<file path="config.mk">
export PLATFORM = sky130hd
export DESIGN_NAME = uart_rx
export DESIGN_NICKNAME = d
export VERILOG_FILES = /design/src/rtl/uart_pkg.sv /design/src/rtl/uart_sync2.sv /design/src/rtl/uart_rx.sv
export SDC_FILE = /design/constraint.sdc
export NUM_CORES = 1
export LEC_CHECK = 0
export CAP_MARGIN = 20
export CELL_PAD_IN_SITES_DETAIL_PLACEMENT = 1
export CELL_PAD_IN_SITES_GLOBAL_PLACEMENT = 1
export CORE_UTILIZATION = 50
export CTS_CLUSTER_SIZE = 20
export DETAILED_ROUTE_END_ITERATION = 12
export DONT_BUFFER_PORTS = 1
export PLACE_DENSITY = 0.86
export SLEW_MARGIN = 40
export SYNTH_ARGS = -nofsm -noshare
export SYNTH_HDL_FRONTEND = slang
export SYNTH_SLANG_ARGS = --single-unit
</file>
<file path="constraint.sdc">
create_clock -name i_clk -period 2.3 [get_ports i_clk]
set_input_delay 0.345 -clock i_clk [delete_from_list [all_inputs] [get_ports i_clk]]
set_output_delay 0.345 -clock i_clk [all_outputs]
set_load 0.05 [all_outputs]
</file>
<file path="src/rtl/uart_pkg.sv">
// rtl/uart_pkg.sv - shared UART frame constants and receiver state encodings
package uart_pkg;

    // Default bit period in clock cycles and data bits per frame.
    // The transmitter wrapper uses the same values so both ends agree.
    localparam int UART_D = 234;
    localparam int UART_L = 8;

    localparam logic [2:0] ST_IDLE  = 3'd0;
    localparam logic [2:0] ST_START = 3'd1;
    localparam logic [2:0] ST_DATA  = 3'd2;
    localparam logic [2:0] ST_STOP  = 3'd3;
    localparam logic [2:0] ST_BREAK = 3'd4;

    typedef enum logic [2:0] {
        RX_IDLE  = ST_IDLE,
        RX_START = ST_START,
        RX_DATA  = ST_DATA,
        RX_STOP  = ST_STOP,
        RX_BREAK = ST_BREAK
    } rx_state_e;

endpackage

</file>
<file path="src/rtl/uart_sync2.sv">
// rtl/uart_sync2.sv - two-flop synchronizer for an asynchronous input, resets to 1
//   i_clk  : destination clock
//   i_rst  : asynchronous active-high reset, forces both flops to 1 (idle line)
//   d      : asynchronous input
//   q      : synchronized output, two cycles behind d
module uart_sync2 (
    input  logic i_clk,
    input  logic i_rst,
    input  logic d,
    output logic q
);

    logic meta;

    always_ff @(posedge i_clk or posedge i_rst) begin
        if (i_rst) begin
            meta <= 1'b1;
            q    <= 1'b1;
        end else begin
            meta <= d;
            q    <= meta;
        end
    end

endmodule

</file>
<file path="src/rtl/uart_rx.sv">
// rtl/uart_rx.sv - UART receiver: start bit, L data bits LSB first, one stop bit
//   i_clk   : clock
//   i_rst   : asynchronous active-high reset
//   i_rxd   : serial line, asynchronous, idles high
//   i_ack   : consumer takes o_data this cycle
//   o_data  : last received byte, LSB is the first data bit
//   o_valid : o_data holds an unacknowledged byte
//   o_ferr  : one-cycle pulse when the stop bit is sampled low
//   o_ovr   : sticky overrun flag, cleared only by reset
//   o_busy  : frame reception in progress
module uart_rx
    import uart_pkg::*;
#(
    parameter int D = UART_D,
    parameter int L = UART_L
) (
    input  logic         i_clk,
    input  logic         i_rst,
    input  logic         i_rxd,
    input  logic         i_ack,
    output logic [L-1:0] o_data,
    output logic         o_valid,
    output logic         o_ferr,
    output logic         o_ovr,
    output logic         o_busy
);

    localparam int CW = $clog2(D);
    localparam int BW = $clog2(L + 1);

    // The counter is cleared on the edge that enters a state and then sees
    // value n-1 on the n-th following edge, hence the "- 1" on both limits.
    localparam logic [CW-1:0] HALF_LAST = CW'(D / 2 - 1);
    localparam logic [CW-1:0] BIT_LAST  = CW'(D - 1);
    localparam logic [BW-1:0] IDX_LAST  = BW'(L - 1);

    logic s_rxd;

    rx_state_e     state_q;
    rx_state_e     state_d;
    logic [CW-1:0] cnt_q;
    logic [BW-1:0] idx_q;
    logic [L-1:0]  sr_q;
    logic          done_q;

    logic cnt_clr;
    logic shift_en;
    logic frame_ok;
    logic frame_bad;

    uart_sync2 u_sync (
        .i_clk (i_clk),
        .i_rst (i_rst),
        .d     (i_rxd),
        .q     (s_rxd)
    );

    always_ff @(posedge i_clk or posedge i_rst) begin
        if (i_rst) begin
            state_q <= RX_IDLE;
        end else begin
            state_q <= state_d;
        end
    end

    always_comb begin
        state_d   = state_q;
        cnt_clr   = 1'b0;
        shift_en  = 1'b0;
        frame_ok  = 1'b0;
        frame_bad = 1'b0;
        case (state_q)
            RX_IDLE: begin
                if (!s_rxd) begin
                    state_d = RX_START;
                    cnt_clr = 1'b1;
                end
            end
            RX_START: begin
                // Mid start bit: a line already back high was only a glitch.
                if (cnt_q == HALF_LAST) begin
                    cnt_clr = 1'b1;
                    state_d = s_rxd ? RX_IDLE : RX_DATA;
                end
            end
            RX_DATA: begin
                if (cnt_q == BIT_LAST) begin
                    cnt_clr  = 1'b1;
                    shift_en = 1'b1;
                    if (idx_q == IDX_LAST) begin
                        state_d = RX_STOP;
                    end
                end
            end
            RX_STOP: begin
                // Leaving at mid stop bit lets the next start edge be caught
                // even with zero idle time between frames.
                if (cnt_q == BIT_LAST) begin
                    cnt_clr = 1'b1;
                    if (s_rxd) begin
                        frame_ok = 1'b1;
                        state_d  = RX_IDLE;
                    end else begin
                        frame_bad = 1'b1;
                        state_d   = RX_BREAK;
                    end
                end
            end
            RX_BREAK: begin
                // A line held low must go high before another frame can start.
                if (s_rxd) begin
                    state_d = RX_IDLE;
                end
            end
            default: begin
                state_d = RX_IDLE;
            end
        endcase
    end

    always_ff @(posedge i_clk or posedge i_rst) begin
        if (i_rst) begin
            cnt_q <= '0;
            idx_q <= '0;
            sr_q  <= '0;
        end else begin
            if (cnt_clr) begin
                cnt_q <= '0;
            end else begin
                cnt_q <= cnt_q + CW'(1);
            end

            if (state_q != RX_DATA) begin
                idx_q <= '0;
            end else if (shift_en) begin
                idx_q <= idx_q + BW'(1);
            end

            // Shift in at the MSB so the first data bit ends up in bit 0.
            if (shift_en) begin
                sr_q <= {s_rxd, sr_q[L-1:1]};
            end
        end
    end

    // sr_q is stable for a full bit period after the stop sample, so the
    // holding register can load it one cycle later via done_q.
    always_ff @(posedge i_clk or posedge i_rst) begin
        if (i_rst) begin
            done_q  <= 1'b0;
            o_data  <= '0;
            o_valid <= 1'b0;
            o_ferr  <= 1'b0;
            o_ovr   <= 1'b0;
        end else begin
            done_q <= frame_ok;
            o_ferr <= frame_bad;
            if (done_q) begin
                o_data  <= sr_q;
                o_valid <= 1'b1;
                // An ack in the same cycle means the old byte was consumed.
                if (o_valid && !i_ack) begin
                    o_ovr <= 1'b1;
                end
            end else if (i_ack) begin
                o_valid <= 1'b0;
            end
        end
    end

    assign o_busy = (state_q != RX_IDLE);

endmodule

</file>
Word level (Yosys, flattened, before mapping)
Index checks and enable logic that the tools add are counted.

word-level totals
  flip-flop bits (word level) = 37
  word-level logic and storage cells = 60
  output and inout port bits = 12

operators by class
  equality and inequality tests = 14
  muxes and demuxes = 24
  add/subtract/negate cells = 2
  reductions and logical operators = 9

operators by type and width
  kind                   number
  $mux W3                7
  $pmux W3 S5            1
  $mux W1                11
  $ne A2 B2 Y1 const B   5
  $add A8 B1 Y8 const B  1
  $eq A8 B7 Y1 const B   1
  $eq A8 B8 Y1 const B   1
  $mux W4                2
  $mux W8                1
  $eq A3 B2 Y1 const B   2
  $reduce_and A6 Y1      1
  $add A4 B1 Y4 const B  1
  $eq A4 B3 Y1 const B   1
  $reduce_bool A2 Y1     2
  $eq A3 B1 Y1 const B   1
  $eq A3 B3 Y1 const B   1
  $logic_not A3 Y1       1
  $ne A3 B2 Y1 const B   1
  $pmux W1 S3            1
  $reduce_bool A3 Y1     1
  $mux W2                1
  $ne A2 B1 Y1 const B   1
  $reduce_and A2 Y1      1
  $reduce_or A2 Y1       1
  other kinds (2)        2

Longest topological paths before layout
Gate-level depths: netlist of run 1.

  depth after elaboration = 5
  gate-level depth with buffers = 5
  mapped depth without buffers = 5

By module
A second synthesis of run 1 with hierarchy kept.

second synthesis, totals
  cell total of the unflattened synthesis = 135
  area total of the unflattened synthesis = 1606.5 um2

modules (own cells, without submodules)
  module      instances  area an instance (um2)  cells each  sequential area each (um2)
  uart_rx     1          1550.2                  132         875.8
  uart_sync2  1          56.3                    3           52.6

Least setup slack after synthesis of run 1
No wires, ideal clock.

  kind = reg-to-reg
  start = reg state_q[0]
  end = reg sr_q[0]
  stages on the path, launching flop included = 6
  arrival time = 1604 ps
  slack = 572 ps
  buffers on the path = 2
  cell sequence = dfrtp_1 buf_6 or3b_1 buf_2 nor3_4 mux2_2

on the way
  cells in the longest elaborated chain, start to end = 2

RTL lines
  what                    line            text
  start, declared         uart_rx.sv:39   rx_state_e state_q;
  start signal, assigned  uart_rx.sv:62   state_q <= state_d;
  $eq A3 B2 Y1            uart_rx.sv:72   case (state_q)
  $mux W1                 uart_rx.sv:72
  end signal, assigned    uart_rx.sv:141  sr_q <= {s_rxd, sr_q[L-1:1]};
  end, declared           uart_rx.sv:43   logic [L-1:0] sr_q;

Every way passes these cells.
A chain may end at the register's enable or synchronous reset.

Final worst setup path of run 1
  start = reg cnt_q[1]
  end = reg sr_q[2]

on the way
  cells in the longest elaborated chain, start to end = 3

RTL lines
  what                    line            text
  start, declared         uart_rx.sv:41   logic [CW-1:0] cnt_q;
  start signal, assigned  uart_rx.sv:130  cnt_q <= cnt_q + CW'(1);
  $eq A8 B8 Y1            uart_rx.sv:87   if (cnt_q == BIT_LAST) begin
  $mux W1                 uart_rx.sv:87
  $mux W1                 uart_rx.sv:72

Every way passes these cells.

==> impl_metrics.ini, run 1 <==
[status]
status = complete, no violations

[job]
maxCapViolations = 0

[drt]
antenna_left = 0
drt_wl_total_mm = 3.51
wl_per_cell_um = 18.2
drc_errors = 0
drtIter0Drc = 42
num_vias = 1134
vias_per_cell = 5.88
dr.pass1.iters = 4

[worst_setup_path]
critPathSlowestCell = nor3_4
cpPeakStageDelay_ns = 0.48
worstPathRequired_ns = 2.52
crit-reg2reg-capture = sr_q[2]
cp-start-kind = flop
cp_max_fo = 10
r2r_start = cnt_q[1]
worstRegToRegCells = 5
crit_start = cnt_q[1]
cp-endpoint = sr_q[2]
rrSetupSlack_ns = 0.33
worstPathArrival_ns = 2.19
cp_cell_sequence = inv_1 > ha_1 > nand4b_2 > nor3_4 > mux2_2
cp-end-kind = flop
worstSetupPathType = flop to flop

[die]
die_h_um = 60.5
die-area_sq_um = 3660
start_util = 0.542
rows = 20
core-area_sq_um = 3150
io_pins = 16
die_w_um = 60.5

[clock_network]
h-tree-depth = 2
cts_sinks = 37
post_cts_resized = 0
clk_pin_slew_ns = 0.12
cts-root-buf = clkbuf_4
cts_tree = done
clockBufferDepth = 2
insertion_delay_ns = 0.34
numCtsBuffers = 5

[power]
ir_worst_vdd_uv = 361
p_clk_frac = 0.349
internal_power_w = 0.000807
power.density_nw_per_um2 = 560
totalPowerFinal_w = 0.00103
power_switching_w = 0.000228
total_leakage_power_nw = 0.925
combPwrFrac = 0.018
swShare = 0.220
pwr-share-seq = 0.634

[timing]
slew-limit-headroom = 0.655
setup_viol = 0
drv_slew = 0
hold_viol_final = 0
fin_tns_setup_ns = 0
skew_ns = 0.0130
rsz0062_at_grt = false
max_freq_mhz = 507
post-route-period-util = 0.857
tightest_slew_ns = 0.518
period_needed_ns = 1.97

[min_path]
hold_class = input pin to flop

[synth]
ys.flop_type = dfrtp_1
postSynthAreaPerCell_sq_um = 12.1
synth-xor-area-share = 0.0154
synth_compound_area_frac = 0.118
netlist_area_sq_um = 1710
ys_ff_latch = 37
synth.net_count = 149
synth.top_cell.area_share = 0.512
ys_warn_count = 0
synth_edf_count = 0
async_flop_share = 1.00
synth_mux_area_frac = 0.105
synth_top_area_cell = dfrtp_1
ys_types = 41
synthAdderAreaFrac = 0.0293
synth_most_common_cell = dfrtp_1
synthTopCellsByArea = dfrtp_1, mux2_2, dfstp_2
syn_inst = 141
synth_top_family_by_area = simple AND/OR/NAND/NOR gates
ys_top_cells_by_count = dfrtp_1, mux2_2, a21oi_1, inv_1, nand3_1
seq_area_frac_synth = 0.543
synth_simple_gate_area_share = 0.154

[finish]
layout.cells.non_filler = 193
fillCellCount = 340
post-route-util = 0.586
areaGrowthSynthToFinish_pct = 8.05
stdcell_area_sq_um = 1850
layout-drive-gt1-share = 0.262
fin_nets = 156
num_antenna_cells = 0

[place]
placed_area_sq_um = 1760
dp_cells = 183
io_buffers = 0
gp_congestion = 0.842
hpwl_mm = 2.65

[global_route]
grt_max_degree = 25
grt_pass1_wl_mm = 5.87
antenna_found_initial = 0
grt_pass1_vias = 1275
grt.total_usage = 0.221
grt_overflow = 0
==> metrics by stage <==
stage | setup slack (ns) | hold slack [ns]
detailed placement | 0.354 | 0.289
global route | 0.204 | 0.218
finish | 0.329 | 0.224
floorplan | 0.572 | 0.345
CTS | 0.318 | 0.211
global placement | 0.477 | 0.279
==> power groups by stage <==
| stage | clock network, W | logic, W | registers (W) |
|---|---|---|---|
| final | 0.000361 | 0.0000184 | 0.000656 |
| after global routing | 0.000397 | 0.0000216 | 0.000656 |
| after CTS | 0.000370 | 0.0000193 | 0.000656 |
| after detailed placement | 0 | 0.0000168 | 0.000668 |
| after global placement | 0 | 0.0000154 | 0.000668 |
| after floorplan | 0 | 0.0000114 | 0.000667 |
==> cells in the final DEF (no fill, tap or decap), drive strengths merged, types with 2 or more instances in the layout <==
cell         netlist  layout
a21oi              9       9
dfrtp             35      35
mux2              16      16
dlygate4sd3        0       2
or3                4       4
dfstp              2       2
o21ai              5       5
nand3              6       6
xor2               2       2
and4b              2       2
a21o               2       2
ha                 4       4
nand4              2       2
clkinv             0       2
inv                7       7
nand4b             2       2
or4                3       3
a22oi              3       3
o22ai              2       2
nor2               5       5
nand2              4       4
o31ai              3       3
buf                3       4
a21boi             2       2
or4b               2       2
clkbuf             3       6
==> logic make-up after synthesis <==
logic type	after synthesis
AOI/OAI and AO/OA	30
xor gates and xnor gates	3
adders and majority gates	4
buffers and inverters	13
DFF	37
muxes	16
and+or+nand+nor	38
==> what timing repair did <==
item,4_1_cts,5_1_grt
buffers inserted,0,0
hold buffers,2,0
endpoints found under the hold margin,12,0
==> sequential cells by signal (all words and copies together), names as in the netlist <==
| signal | count |
|---|---|
| sr_q | 8 |
| o_data | 8 |
| o_valid | 1 |
| done_q | 1 |
| u_sync.meta | 1 |
| o_ovr | 1 |
| state_q | 3 |
| idx_q | 4 |
| cnt_q | 8 |
| u_sync.q | 1 |
| o_ferr | 1 |
==> final cells by class <==
cell class,instances,area [sq um],share of cell area
Sequential cell,37,928,0.503
Clock buffer,6,51.3,0.0278
Clock inverter,2,13.8,0.00745
Tap cell,44,55.1,0.0298
Inverter,7,26.3,0.0142
Timing Repair Buffer,6,50.0,0.0271
Multi-Input combinational cell,91,722,0.391
==> layer usage <==
layer	vias up	part of all wire	GRT usage
li1	533	-	-
met1	578	0.43	0.268
met2	19	0.54	0.389
met3	4	0.027	0.0554
met4	0	0.012	0.0617
met5	-	0	0
==> worst max-delay path, delay by kind of cell, from the launching register on <==
family | cells | cell delay, ns
fa+ha+maj | 1 | 0.18
buf+inv | 1 | 0.09
flops | 1 | 0.43
mux | 1 | 0.39
simple gates | 2 | 0.76
==> how the worst min path moves through the flow <==
stage | startpoint | end | slack, ns | cells past startpoint
final | i_ack | o_valid | 0.22 | 2
after global routing | i_ack | o_valid | 0.22 | 2
after CTS | i_ack | o_valid | 0.21 | 2
after detailed placement | i_rst | cnt_q[3] | 0.29 | 1
after global placement | i_rst | o_data[6] | 0.28 | 1
after floorplan | u_sync.meta | u_sync.q | 0.35 | 0
(Power assumes the default switching activity.)
==> run 2: changes to the inputs <==
Settings changed: PLACE_DENSITY 0.86 to 0.8.
==> run 2 against run 1 <==
  * Die area unchanged
  * Clock-buffer cell count unchanged
  * Register-to-register slack about the same
  * Sequential power about the same
  * Critical endpoint is now sr_q[1]
  * Combinational power about the same
  * Core utilization increased by 0.99 points
  * Critical path type unchanged
  * Clock power increased by 33%
  * Largest power group unchanged
  * Power increased by 12%
  * Cell count increased by 0.52%
  * Clock skew decreased by 0.0086 ns
  * Routed wire length decreased by 1.6%
==> impl_metrics.ini, run 2 (synthesis results as in run 1) <==
[status]
status = complete, no violations

[clock_network]
cts-root-buf = clkbuf_4
cts_setup_buffers = 0
clk_pin_slew_ns = 0.11
clockBufferDepth = 2
cts_sinks = 37
numCtsBuffers = 5
insertion_delay_ns = 0.35
cts_tree = done
h-tree-depth = 2

[global_route]
grt_overflow = 0
grt_pass1_wl_mm = 6.14
grt_pass1_vias = 1233
grt.total_usage = 0.236
grt_max_degree = 38
antenna_found_initial = 0

[finish]
final_cell_mix = dfrtp_1, mux2_2, a21oi_1
multi_input_area_sq_um = 722
num_antenna_cells = 0
reg_top3 = cnt_q x8, o_data x8, sr_q x8
fin_nets = 157
layout-drive-gt1-share = 0.267
mostFrequentLayoutCell = dfrtp_1
regArea_sq_um = 928
fillCellCount = 337
stdcell_area_sq_um = 1880
areaGrowthSynthToFinish_pct = 9.88

[worst_setup_path]
path_buf_inv = 1
worstSetupPathType = flop to flop
critPathSlowestCell = nor3_4
cp-start-kind = flop
cp_cell_sequence = inv_1 > ha_1 > nand4b_2 > nor3_4 > mux2_2
rrSetupSlack_ns = 0.32
worstPathRequired_ns = 2.54
worstPathArrival_ns = 2.22
critPathTopFamily = simple AND/OR/NAND/NOR gates
cp_max_fo = 10
cpPeakStageDelay_ns = 0.50
cp-end-kind = flop

[timing]
tightest_slew_ns = 0.517
setup_viol = 0
period_needed_ns = 1.98
rsz0062_at_grt = false
hold_viol_final = 0
skew_ns = 0.00443
drv_slew = 0
post-route-period-util = 0.861
slew-limit-headroom = 0.655
fin_tns_setup_ns = 0
max_freq_mhz = 505

[drt]
route.met3.wl_um = 87
num_vias = 1140
drc_errors = 0
wl_per_cell_um = 17.8
vias_per_cell = 5.88
dr.pass1.iters = 4
met2_length_mm = 1.75
top_layer = met4
antenna_left = 0
drt-met1-wl_mm = 1.55
drtIter0Drc = 58
drt_wl_total_mm = 3.46

[die]
core-area_sq_um = 3150
die_w_um = 60.5
io_pins = 16
start_util = 0.542
die-area_sq_um = 3660
rows = 20
die_h_um = 60.5

[place]
gp_congestion = 0.786
placed_area_sq_um = 1770
io_buffers = 0
hpwl_mm = 2.35

[power]
power.density_nw_per_um2 = 615
total_leakage_power_nw = 0.937
p_clk_frac = 0.416
internal_power_w = 0.000916
swShare = 0.207
power_switching_w = 0.000239
combPwrFrac = 0.016
ir_worst_vdd_uv = 449
pwr-share-seq = 0.568

[job]
maxCapViolations = 0

[min_path]
hold_class = input pin to flop
-- run 2: area by class of cell --
| class | count | share of cell area |
|---|---|---|
| Clock inverter | 2 | 0.0200 |
| Inverter | 7 | 0.0140 |
| Tap cell | 44 | 0.0293 |
| Timing Repair Buffer | 7 | 0.0306 |
| Sequential cell | 37 | 0.494 |
| Multi-Input combinational cell | 91 | 0.384 |
| Clock buffer | 6 | 0.0273 |
-- run 2: worst paths after layout --
kind                        startpoint   endpoint  cells after the start
min reg2reg                u_sync.meta   u_sync.q                      0
min in group asynchronous        i_rst  o_data[5]                      3
max reg2reg                   cnt_q[1]    sr_q[1]                      5
max in group asynchronous        i_rst   u_sync.q                      3
min                              i_ack    o_valid                      2
max                           cnt_q[1]    sr_q[1]                      5
-- run 2: power groups by stage --
stage,logic [W],clock network (W),registers [W]
after CTS,0.0000193,0.000492,0.000656
final,0.0000185,0.000481,0.000656
after global routing,0.0000218,0.000524,0.000657
after global placement,0.0000157,0,0.000668
after floorplan,0.0000114,0,0.000667
after detailed placement,0.0000165,0,0.000668
-- run 2: what timing repair did --
action | CTS | global route
hold buffers | 2 | 0
resized for setup | 0 | 0
hold endpoints to repair | 31 | 0
setup endpoints to repair | 0 | 0
-- run 2: routing by layer --
layer	track usage	vias to the layer above
met5	0	-
met4	0.117	0
met1	0.312	581
met3	0.0490	7
met2	0.370	16
li1	-	536
-- run 2: stage by stage --
stage          cells  setup WS [ns]  hold WS (ns)  total power, W  utilization
2_1_floorplan    141          0.572         0.345        0.000679            -
3_3_place_gp     184          0.481         0.348        0.000684        0.561
3_5_place_dp     184          0.351         0.350        0.000685        0.561
4_1_cts          194          0.315         0.186         0.00117        0.596
5_1_grt          194          0.182         0.186         0.00120        0.596
6_report         194          0.319         0.197         0.00115        0.596
